--- src/rtl/rv32_mod_decode_stage.sv ---
// rv32_mod_decode_stage: registered RV32I(+M) decode stage with optional two-entry skid buffer
module rv32_mod_decode_stage #(
  parameter int PC_W     = 32,
  parameter bit SKID     = 1'b1,
  parameter bit ENABLE_M = 1'b1
) (
  input  logic            clk,
  input  logic            rstn,
  input  logic            flush_i,
  input  logic            in_valid_i,
  output logic            in_ready_o,
  input  logic [31:0]     instr_i,
  input  logic [PC_W-1:0] pc_i,
  output logic            out_valid_o,
  input  logic            out_ready_i,
  output logic [PC_W-1:0] pc_o,
  output logic [4:0]      rs1_o,
  output logic [4:0]      rs2_o,
  output logic [4:0]      rd_o,
  output logic [31:0]     imm_o,
  output logic            rf_write0_enable,
  output logic            alu_op0_use_pc,
  output logic            alu_op1_use_imm,
  output logic [4:0]      alu_func,
  output logic [3:0]      ram_special,
  output logic            ram_wr,
  output logic [1:0]      wb_source,
  output logic [2:0]      br_cond,
  output logic            br_is_cond,
  output logic            br_unsigned,
  output logic            br_jmp,
  output logic            illegal_o
);
  typedef struct packed {
    logic [PC_W-1:0] pc;
    logic [4:0]      rs1;
    logic [4:0]      rs2;
    logic [4:0]      rd;
    logic [31:0]     imm;
    logic            rf_we;
    logic            use_pc;
    logic            use_imm;
    logic [4:0]      alu_func;
    logic [3:0]      ram_special;
    logic            ram_wr;
    logic [1:0]      wb_source;
    logic [2:0]      br_cond;
    logic            br_is_cond;
    logic            br_unsigned;
    logic            br_jmp;
    logic            illegal;
  } bundle_t;
  typedef enum logic [1:0] {EMPTY, ONE, TWO} state_t;
  logic [6:0] opc, f7;
  logic [2:0] f3;
  logic [31:0] imm_i, imm_s, imm_b, imm_u, imm_j;
  logic is_lui, is_auipc, is_jal, is_jalr, is_br, is_load, is_store, is_opimm, is_op, is_fence;
  logic m_op, opimm_ok, op_ok, ld_ok, legal, sub;
  bundle_t dec, out_r, out_n, skid_r, skid_n;
  state_t state, state_n;
  logic rdy_q, acc_in, acc_out;
  assign opc = instr_i[6:0];
  assign f3 = instr_i[14:12];
  assign f7 = instr_i[31:25];
  assign imm_i = {{20{instr_i[31]}}, instr_i[31:20]};
  assign imm_s = {{20{instr_i[31]}}, instr_i[31:25], instr_i[11:7]};
  assign imm_b = {{19{instr_i[31]}}, instr_i[31], instr_i[7], instr_i[30:25], instr_i[11:8], 1'b0};
  assign imm_u = {instr_i[31:12], 12'd0};
  assign imm_j = {{11{instr_i[31]}}, instr_i[31], instr_i[19:12], instr_i[20], instr_i[30:21], 1'b0};
  assign is_lui = opc == 7'b0110111;
  assign is_auipc = opc == 7'b0010111;
  assign is_jal = opc == 7'b1101111;
  assign is_jalr = opc == 7'b1100111;
  assign is_br = opc == 7'b1100011;
  assign is_load = opc == 7'b0000011;
  assign is_store = opc == 7'b0100011;
  assign is_opimm = opc == 7'b0010011;
  assign is_op = opc == 7'b0110011;
  assign is_fence = opc == 7'b0001111;
  assign m_op = f7 == 7'b0000001;
  assign ld_ok = f3 != 3'b011 && f3 != 3'b110 && f3 != 3'b111;
  assign opimm_ok = f3 == 3'b001 ? f7 == 7'd0 : f3 == 3'b101 ? (f7 == 7'd0 || f7 == 7'h20) : 1'b1;
  assign op_ok = f7 == 7'd0 || (f7 == 7'h20 && (f3 == 3'b000 || f3 == 3'b101)) || (m_op && ENABLE_M);
  assign legal = instr_i[1:0] == 2'b11 && (is_lui || is_auipc || is_jal || (is_jalr && f3 == 3'b000) ||
                 (is_br && f3[2:1] != 2'b01) || (is_load && ld_ok) || (is_store && f3 < 3'd3) ||
                 (is_opimm && opimm_ok) || (is_op && op_ok) || is_fence);
  // Only SUB, SRA and SRAI set the alternate-op bit; shift-immediates carry it in f7
  assign sub = is_op ? f7[5] : (f3 == 3'b101 && f7[5]);
  always_comb begin
    dec.pc = pc_i;
    dec.rs1 = instr_i[19:15];
    dec.rs2 = instr_i[24:20];
    dec.rd = instr_i[11:7];
    dec.imm = (is_lui || is_auipc) ? imm_u : is_jal ? imm_j : (is_jalr || is_load || is_opimm) ? imm_i :
              is_store ? imm_s : is_br ? imm_b : 32'd0;
    dec.rf_we = legal && (is_lui || is_auipc || is_jal || is_jalr || is_load || is_opimm || is_op) &&
                instr_i[11:7] != 5'd0;
    dec.use_pc = is_auipc || is_jal || is_br;
    dec.use_imm = is_lui || is_auipc || is_jal || is_jalr || is_br || is_load || is_store || is_opimm;
    dec.alu_func = (is_op && m_op) ? {2'b01, f3} : (is_op || is_opimm) ? {1'b0, sub, f3} :
                   is_lui ? 5'b10000 : 5'b00000;
    dec.ram_special = (is_load || is_store) ? {f3[2], f3[1:0], 1'b0} : 4'd0;
    dec.ram_wr = legal && is_store;
    dec.wb_source = (is_jal || is_jalr) ? 2'd1 : is_load ? 2'd2 : 2'd0;
    dec.br_cond = !(legal && is_br) ? 3'd0 : f3[2:1] == 2'b00 ? (f3[0] ? 3'd2 : 3'd1) : (f3[0] ? 3'd4 : 3'd5);
    dec.br_is_cond = legal && is_br;
    dec.br_unsigned = legal && is_br && f3[1];
    dec.br_jmp = legal && (is_jal || is_jalr);
    dec.illegal = !legal;
  end
  assign out_valid_o = state != EMPTY;
  // rdy_q doubles as an out-of-reset flag so the stage refuses input during reset
  assign in_ready_o = SKID ? rdy_q : rdy_q && (state == EMPTY || out_ready_i);
  assign acc_in = in_valid_i && in_ready_o;
  assign acc_out = out_valid_o && out_ready_i;
  always_comb begin
    state_n = state;
    out_n = out_r;
    skid_n = skid_r;
    case (state)
      EMPTY: if (acc_in) begin
        state_n = ONE;
        out_n = dec;
      end
      ONE: if (acc_in && !acc_out) begin
        state_n = TWO;
        skid_n = dec;
      end else if (acc_in) out_n = dec;
      else if (acc_out) state_n = EMPTY;
      TWO: if (acc_out) begin
        state_n = ONE;
        out_n = skid_r;
      end
      default: state_n = EMPTY;
    endcase
    if (flush_i) state_n = EMPTY;
  end
  always_ff @(posedge clk) begin
    if (!rstn) begin
      state <= EMPTY;
      out_r <= '0;
      skid_r <= '0;
      rdy_q <= 1'b0;
    end else begin
      state <= state_n;
      out_r <= out_n;
      skid_r <= skid_n;
      rdy_q <= !SKID || state_n != TWO;
    end
  end
  assign pc_o = out_r.pc;
  assign rs1_o = out_r.rs1;
  assign rs2_o = out_r.rs2;
  assign rd_o = out_r.rd;
  assign imm_o = out_r.imm;
  assign rf_write0_enable = out_r.rf_we;
  assign alu_op0_use_pc = out_r.use_pc;
  assign alu_op1_use_imm = out_r.use_imm;
  assign alu_func = out_r.alu_func;
  assign ram_special = out_r.ram_special;
  assign ram_wr = out_r.ram_wr;
  assign wb_source = out_r.wb_source;
  assign br_cond = out_r.br_cond;
  assign br_is_cond = out_r.br_is_cond;
  assign br_unsigned = out_r.br_unsigned;
  assign br_jmp = out_r.br_jmp;
  assign illegal_o = out_r.illegal;
endmodule

--- config.mk ---
export PLATFORM = sky130hd
export DESIGN_NAME = rv32_mod_decode_stage
export DESIGN_NICKNAME = d
export VERILOG_FILES = /design/src/rtl/rv32_mod_decode_stage.sv
export SDC_FILE = /design/constraint.sdc
export NUM_CORES = 1
export LEC_CHECK = 0
export BUFFER_PORTS_ARGS = -buffer_cell sky130_fd_sc_hd__buf_2
export CAP_MARGIN = 20
export CORE_ASPECT_RATIO = 2
export CORE_UTILIZATION = 59
export DETAILED_ROUTE_END_ITERATION = 8
export PLACE_DENSITY = 0.84
export SYNTH_ARGS = -nofsm -noshare
export SYNTH_HDL_FRONTEND = slang
export SYNTH_SLANG_ARGS = --single-unit
--- constraint.sdc ---
create_clock -name clk -period 2.95 [get_ports clk]
set_input_delay 0.295 -clock clk [delete_from_list [all_inputs] [get_ports clk]]
set_output_delay 0.295 -clock clk [all_outputs]
set_load 0.1 [all_outputs]
# After elaboration in Yosys (flattened, before gate mapping)
# Index checks and enable logic that the tools add are counted.
[classes]
n_lt_le_gt_ge = 1
eq_ne = 24
n_mux = 29
n_reduce_logical = 60
[ops]
columns = ["op", "n"]
rows = [
  ["2-to-1 mux 101 bit", 3],
  ["one-hot mux 101 bit (3 select lines)", 1],
  ["2-to-1 mux 32 bit", 5],
  ["equality test 7 x 6 -> 1 bit, second input constant", 4],
  ["logical OR 1 bit", 28],
  ["equality test 7 bit, second input constant", 3],
  ["logical AND 1 bit", 21],
  ["2-to-1 mux 2 bit", 9],
  ["2-to-1 mux 5 bit", 3],
  ["equality test 7 x 5 -> 1 bit, second input constant", 2],
  ["equality test 7 x 1 -> 1 bit, second input constant", 1],
  ["equality test 7 x 2 -> 1 bit, second input constant", 1],
  ["equality test 7 x 4 -> 1 bit, second input constant", 1],
  ["zero test 7 bit", 1],
  ["2-to-1 mux 3 bit", 2],
  ["inequality test 2 bit, second input constant", 3],
  ["inequality test 3 bit, second input constant", 2],
  ["one-hot mux 2 bit (3 select lines)", 1],
  ["nonzero test 5 bit", 1],
  ["equality test 2 bit, second input constant", 2],
  ["zero test 2 bit", 2],
  ["2-to-1 mux 1 bit", 4],
  ["2-to-1 mux 4 bit", 1],
  ["equality test 3 x 1 -> 1 bit, second input constant", 1],
  ["11 further kinds", 12],
]
[totals]
ff_bits = 205
input_bits = 69
output_inout_bits = 103
word_cells = 150

# Longest topological paths before layout
[depth]
word_depth = 16
ltp_mapped = 7
depth_no_buf = 5

# Least setup slack after synthesis
# Ideal clock, no wire load.
[synth_timing]
path_type = "register to register"
start = "reg rdy_q (netlist: in_ready_o)"
end = "reg out_r, in the netlist rd_o[0]"
arrival_ps = 2208
t_required_ps = 2862
slack_ps = 653
path_stages_with_launch = 8
path_buffers = 3
cell_sequence = "dfxtp_1 -> and3b_1 -> buf_4 -> a22o_1 -> buf_4 -> clkbuf_1 -> nor2_1 -> a311oi_2"
[synth_via]
elab_chain_len = 4
[synth_rtl]
columns = ["item", "line_no", "rtl"]
rows = [
  ["start, declared", "61", "logic rdy_q, acc_in, acc_out;"],
  ["start signal, assigned", "143", "rdy_q <= 1'b0;"],
  ["start signal, assigned", "148", "rdy_q <= !SKID || state_n != TWO;"],
  ["logical AND 1 bit *", "114", "assign acc_in = in_valid_i && in_ready_o;"],
  ["2-to-1 mux 101 bit or logical AND 1 bit (tied branches)", "n/a", ""],
  ["2-to-1 mux 101 bit or inequality test 2 bit (tied branches)", "n/a", ""],
  ["one-hot mux 101 bit (3 select lines) or AND reduction 3 bit (tied branches)", "n/a", ""],
  ["end signal, assigned", "146", "out_r <= out_n;"],
  ["end, declared", "59", "bundle_t dec, out_r, out_n, skid_r, skid_n;"],
]
# Every way passes the cells marked *; elsewhere a longest branch is shown, timed or not. The select of a mux whose other input is x is not followed.
# A chain may end at the register's enable or synchronous reset.

# Final worst setup path
[layout_timing]
start = "reg state[1]"
end = "reg out_r, in the netlist pc_o[15]"
[layout_via]
elab_chain_len = 6
[layout_rtl]
columns = ["item", "line_no", "rtl"]
rows = [
  ["start, declared", "60", "state_t state, state_n;"],
  ["start signal, assigned", "145", "state <= state_n;"],
  ["nonzero test 2 bit", "111", "assign out_valid_o = state != EMPTY;"],
  ["logical AND 1 bit", "115", "assign acc_out = out_valid_o && out_ready_i;"],
  ["zero test 1 bit", "125", "ONE: if (acc_in && !acc_out) begin"],
  ["logical AND 1 bit", "125", ""],
  ["inequality test 2 bit (no source line)", "n/a", ""],
  ["AND reduction 3 bit (no source line)", "n/a", ""],
]
# Several ways; a longest one is shown, not always the timed one.

==> metrics.cfg <==
[run_status]
status=completed

[timing]
fmax_mhz=470.9
finalCritPeriodShare=0.7199
max-slew-margin-rel=0.4308
final_max_slew_viol_count=0
hold_viol_final=0
min_period_ps=2124
tightestPinTransition_ps=850.7
fin_skew_ps=11.56
fin_tns_setup_ps=0
grt_setup_unrepaired=no
setup_violations=0
setup_ws_ps=826.3

[detailed_routing]
vias=8623
drt_drc_violations_left=0
ant_nets=0
vias_per_cell=6.064
dr.pass1.iters=6
first_iter_violations=624
wl_um=25220
avgRoutedWirePerCell_um=17.73

[final_layout]
diodes=0
final_util=0.6961
syn2layout_area_growth_pct=15.78
final_nets=1282
final_cells=1422
design_area_sq_um=10650
drive_above_1_share=0.2426
fillers=1288

[hold_path]
hp-class=input pin to flip-flop
holdPathStages=3
holdCritStartpoint=pc_i[5]
whs_endpoint=skid_r[74]

[clock_network]
cts_sinks=203
clk_path_buf_depth=3
root_buffer=clkbuf_16
cts_inserted_buffers=18
htreeDepth=1
cts.clk_slew.worst_paths_ps=70
cts_tree=built
clock_latency_ps=490

[critical_path]
cp_slowest_cell=and3b_1
path_buf_inv=1
cp_num_cells=5
r2r-end=pc_o[15]
critPathTopFamily=compound AO/OA/AOI/OAI gates
worstPathRequired_ps=3340
slowest_delay_ps=510
cp-start-kind=flip-flop
r2r_start=state[1]
rr_worst_depth=5
cp_cell_sequence=and3b_1 -> a22o_4 -> buf_12 -> nor2_1 -> a311oi_2
crit_path_end_kind=flip-flop
ff2ff_setup_slack_ps=830
arrival_ps=2510
path_max_fanout=54
timing_worst_setup_path_type=flip-flop to flip-flop

[synthesis]
synth-edff-count=0
syn_inst=1110
ys_seq_area_frac=0.4420
ys_ff_latch=203
syn_nets=1179
synth_area_sq_um=9195
async_flop_share=0
syn_area_per_cell_sq_um=8.284
synth_flop_cell=dfxtp_1
ys_types=63
yosys_warnings=0

[global_routing]
grt_pass1_wl_um=39740
grt_max_degree=101
grt_pass1_vias=8173
antenna_found_initial=0
grt_remaining_overflow=0
grtUsageTotal=0.3065

[floorplanning]
rows=64
start_util=0.6012
coreArea_sq_um=15290
dieArea_sq_um=16120
io_pins=172
die_h_um=178.6
die_w_um=90.28

[placement]
port_buffers=170
gp_congestion=0.9042
post-dp-hpwl_um=16750
pre_cts_ws_ps=655.6
dp.cells=1390
place_area_sq_um=10050

[pwr]
power_density_nw_per_um2=611.8
leakagePower_nw=3.964
ir_drop_v=0.0005411

[run]
drv_cap=0

synth_stat cells, drive strengths merged, types with 2 or more instances:
library cell	instances	area (sq um)
a211o	6	52.55
a211oi	35	267.8
a21oi	124	646.9
a221oi	17	211.5
a22o	2	17.52
a22oi	5	51.30
a311oi	58	852.1
a31oi	3	18.77
and2	7	43.80
and3	2	12.51
and3b	3	26.28
buf	42	266.5
clkbuf	64	241.5
dfxtp	203	4064
inv	5	18.76
mux2i	2	20.02
nand2	260	975.9
nand2b	7	43.79
nand3	31	155.2
nand3b	5	37.54
nand4	5	31.28
nand4b	2	23.77
nor2	107	401.6
nor2b	4	25.02
nor3	18	95.09
nor3b	3	38.79
nor4	6	37.54
o211ai	10	75.07
o21ai	48	240.2
o22ai	3	18.77
or3	5	31.28
or4	4	33.78
layer usage:
| layer | GRT usage | vias up | wire length, um |
|---|---|---|---|
| li1 | - | 4120 | - |
| met1 | 0.3259 | 4030 | 9289 |
| met2 | 0.5468 | 363 | 12650 |
| met3 | 0.03623 | 110 | 1376 |
| met4 | 0.2413 | 0 | 1899 |
| met5 | 0 | - | 0 |
layout by cell type (no fill, tap or decap), drive strengths merged, types with 4 or more instances in the layout:
master / count
nand2b: 7
nor4: 6
a22oi: 5
or4: 4
a311oi: 58
o21ai: 48
a221oi: 17
o211ai: 10
inv: 5
and2: 7
nand3b: 5
nor3: 18
nand4: 5
nor2: 107
nand3: 31
a211oi: 35
clkbuf: 29
buf: 188
a211o: 6
dfxtp: 203
or3: 5
nor2b: 4
nand2: 260
a21oi: 124
per-stage QoR:
| step | hold slack [ps] | power, mW |
|---|---|---|
| after floorplan | 371.1 | 3.969 |
| after global placement | 440.0 | 4.208 |
| after detailed placement | 446.7 | 4.225 |
| after CTS | 44.95 | 6.533 |
| after global routing | 54.40 | 6.700 |
| final | 53.63 | 6.513 |
worst max path at each step:
stage,start,endpoint,slack [ps]
2_1_floorplan,in_ready_o,rd_o[0],650
3_3_place_gp,instr_i[4],imm_o[25],770
3_5_place_dp,instr_i[4],imm_o[20],660
4_1_cts,state[1],pc_o[15],820
5_1_grt,state[1],alu_func[2],610
6_report,state[1],pc_o[15],830
sequential cells by signal, summed over array words and instances (netlist names), 2 cells and up:
signal and flops:
wb_source 2, rs1_o 5, br_cond 3, ram_special 3
rd_o 5, skid_r 100, imm_o 32, pc_o 32
state 2, rs2_o 5, alu_func 5
tightest hold or removal path: stages:
cell and delay [ps]:
buf_2 100, nand2_1 50, a21oi_1 50
where the power goes:
| part | switching, mW | internal, mW | total [mW] |
|---|---|---|---|
| Sequential | 0.0531 | 2.84 | 2.89 |
| Clock | 1.01 | 1.33 | 2.34 |
| Combinational | 1.03 | 0.250 | 1.28 |
| Total | 2.10 | 4.42 | 6.51 |
cell families after synthesis:
logic type | synth area share
flops | 0.4420
other cells | 0.0004078
compound gates | 0.2750
buf+inv | 0.05729
simple gates | 0.2232
mux | 0.002177
what timing repair did:
| action | CTS | global route |
|---|---|---|
| hold buffers | 1 | 0 |
| buffers inserted | 0 | 0 |
| gates resized for setup | 0 | 0 |
| endpoints found under the hold margin | 1 | 0 |
cell type report:
cell class	count	area, sq um	share of cell area
Multi-Input combinational cell	796	4632	0.4351
Sequential cell	203	4064	0.3817
Inverter	5	23.77	0.002233
Tap cell	198	247.7	0.02327
Timing Repair Buffer	189	1096	0.1029
Clock buffer	29	573.1	0.05383
Clock inverter	2	10.01	0.0009402
Power figures use the tool's default switching activity.
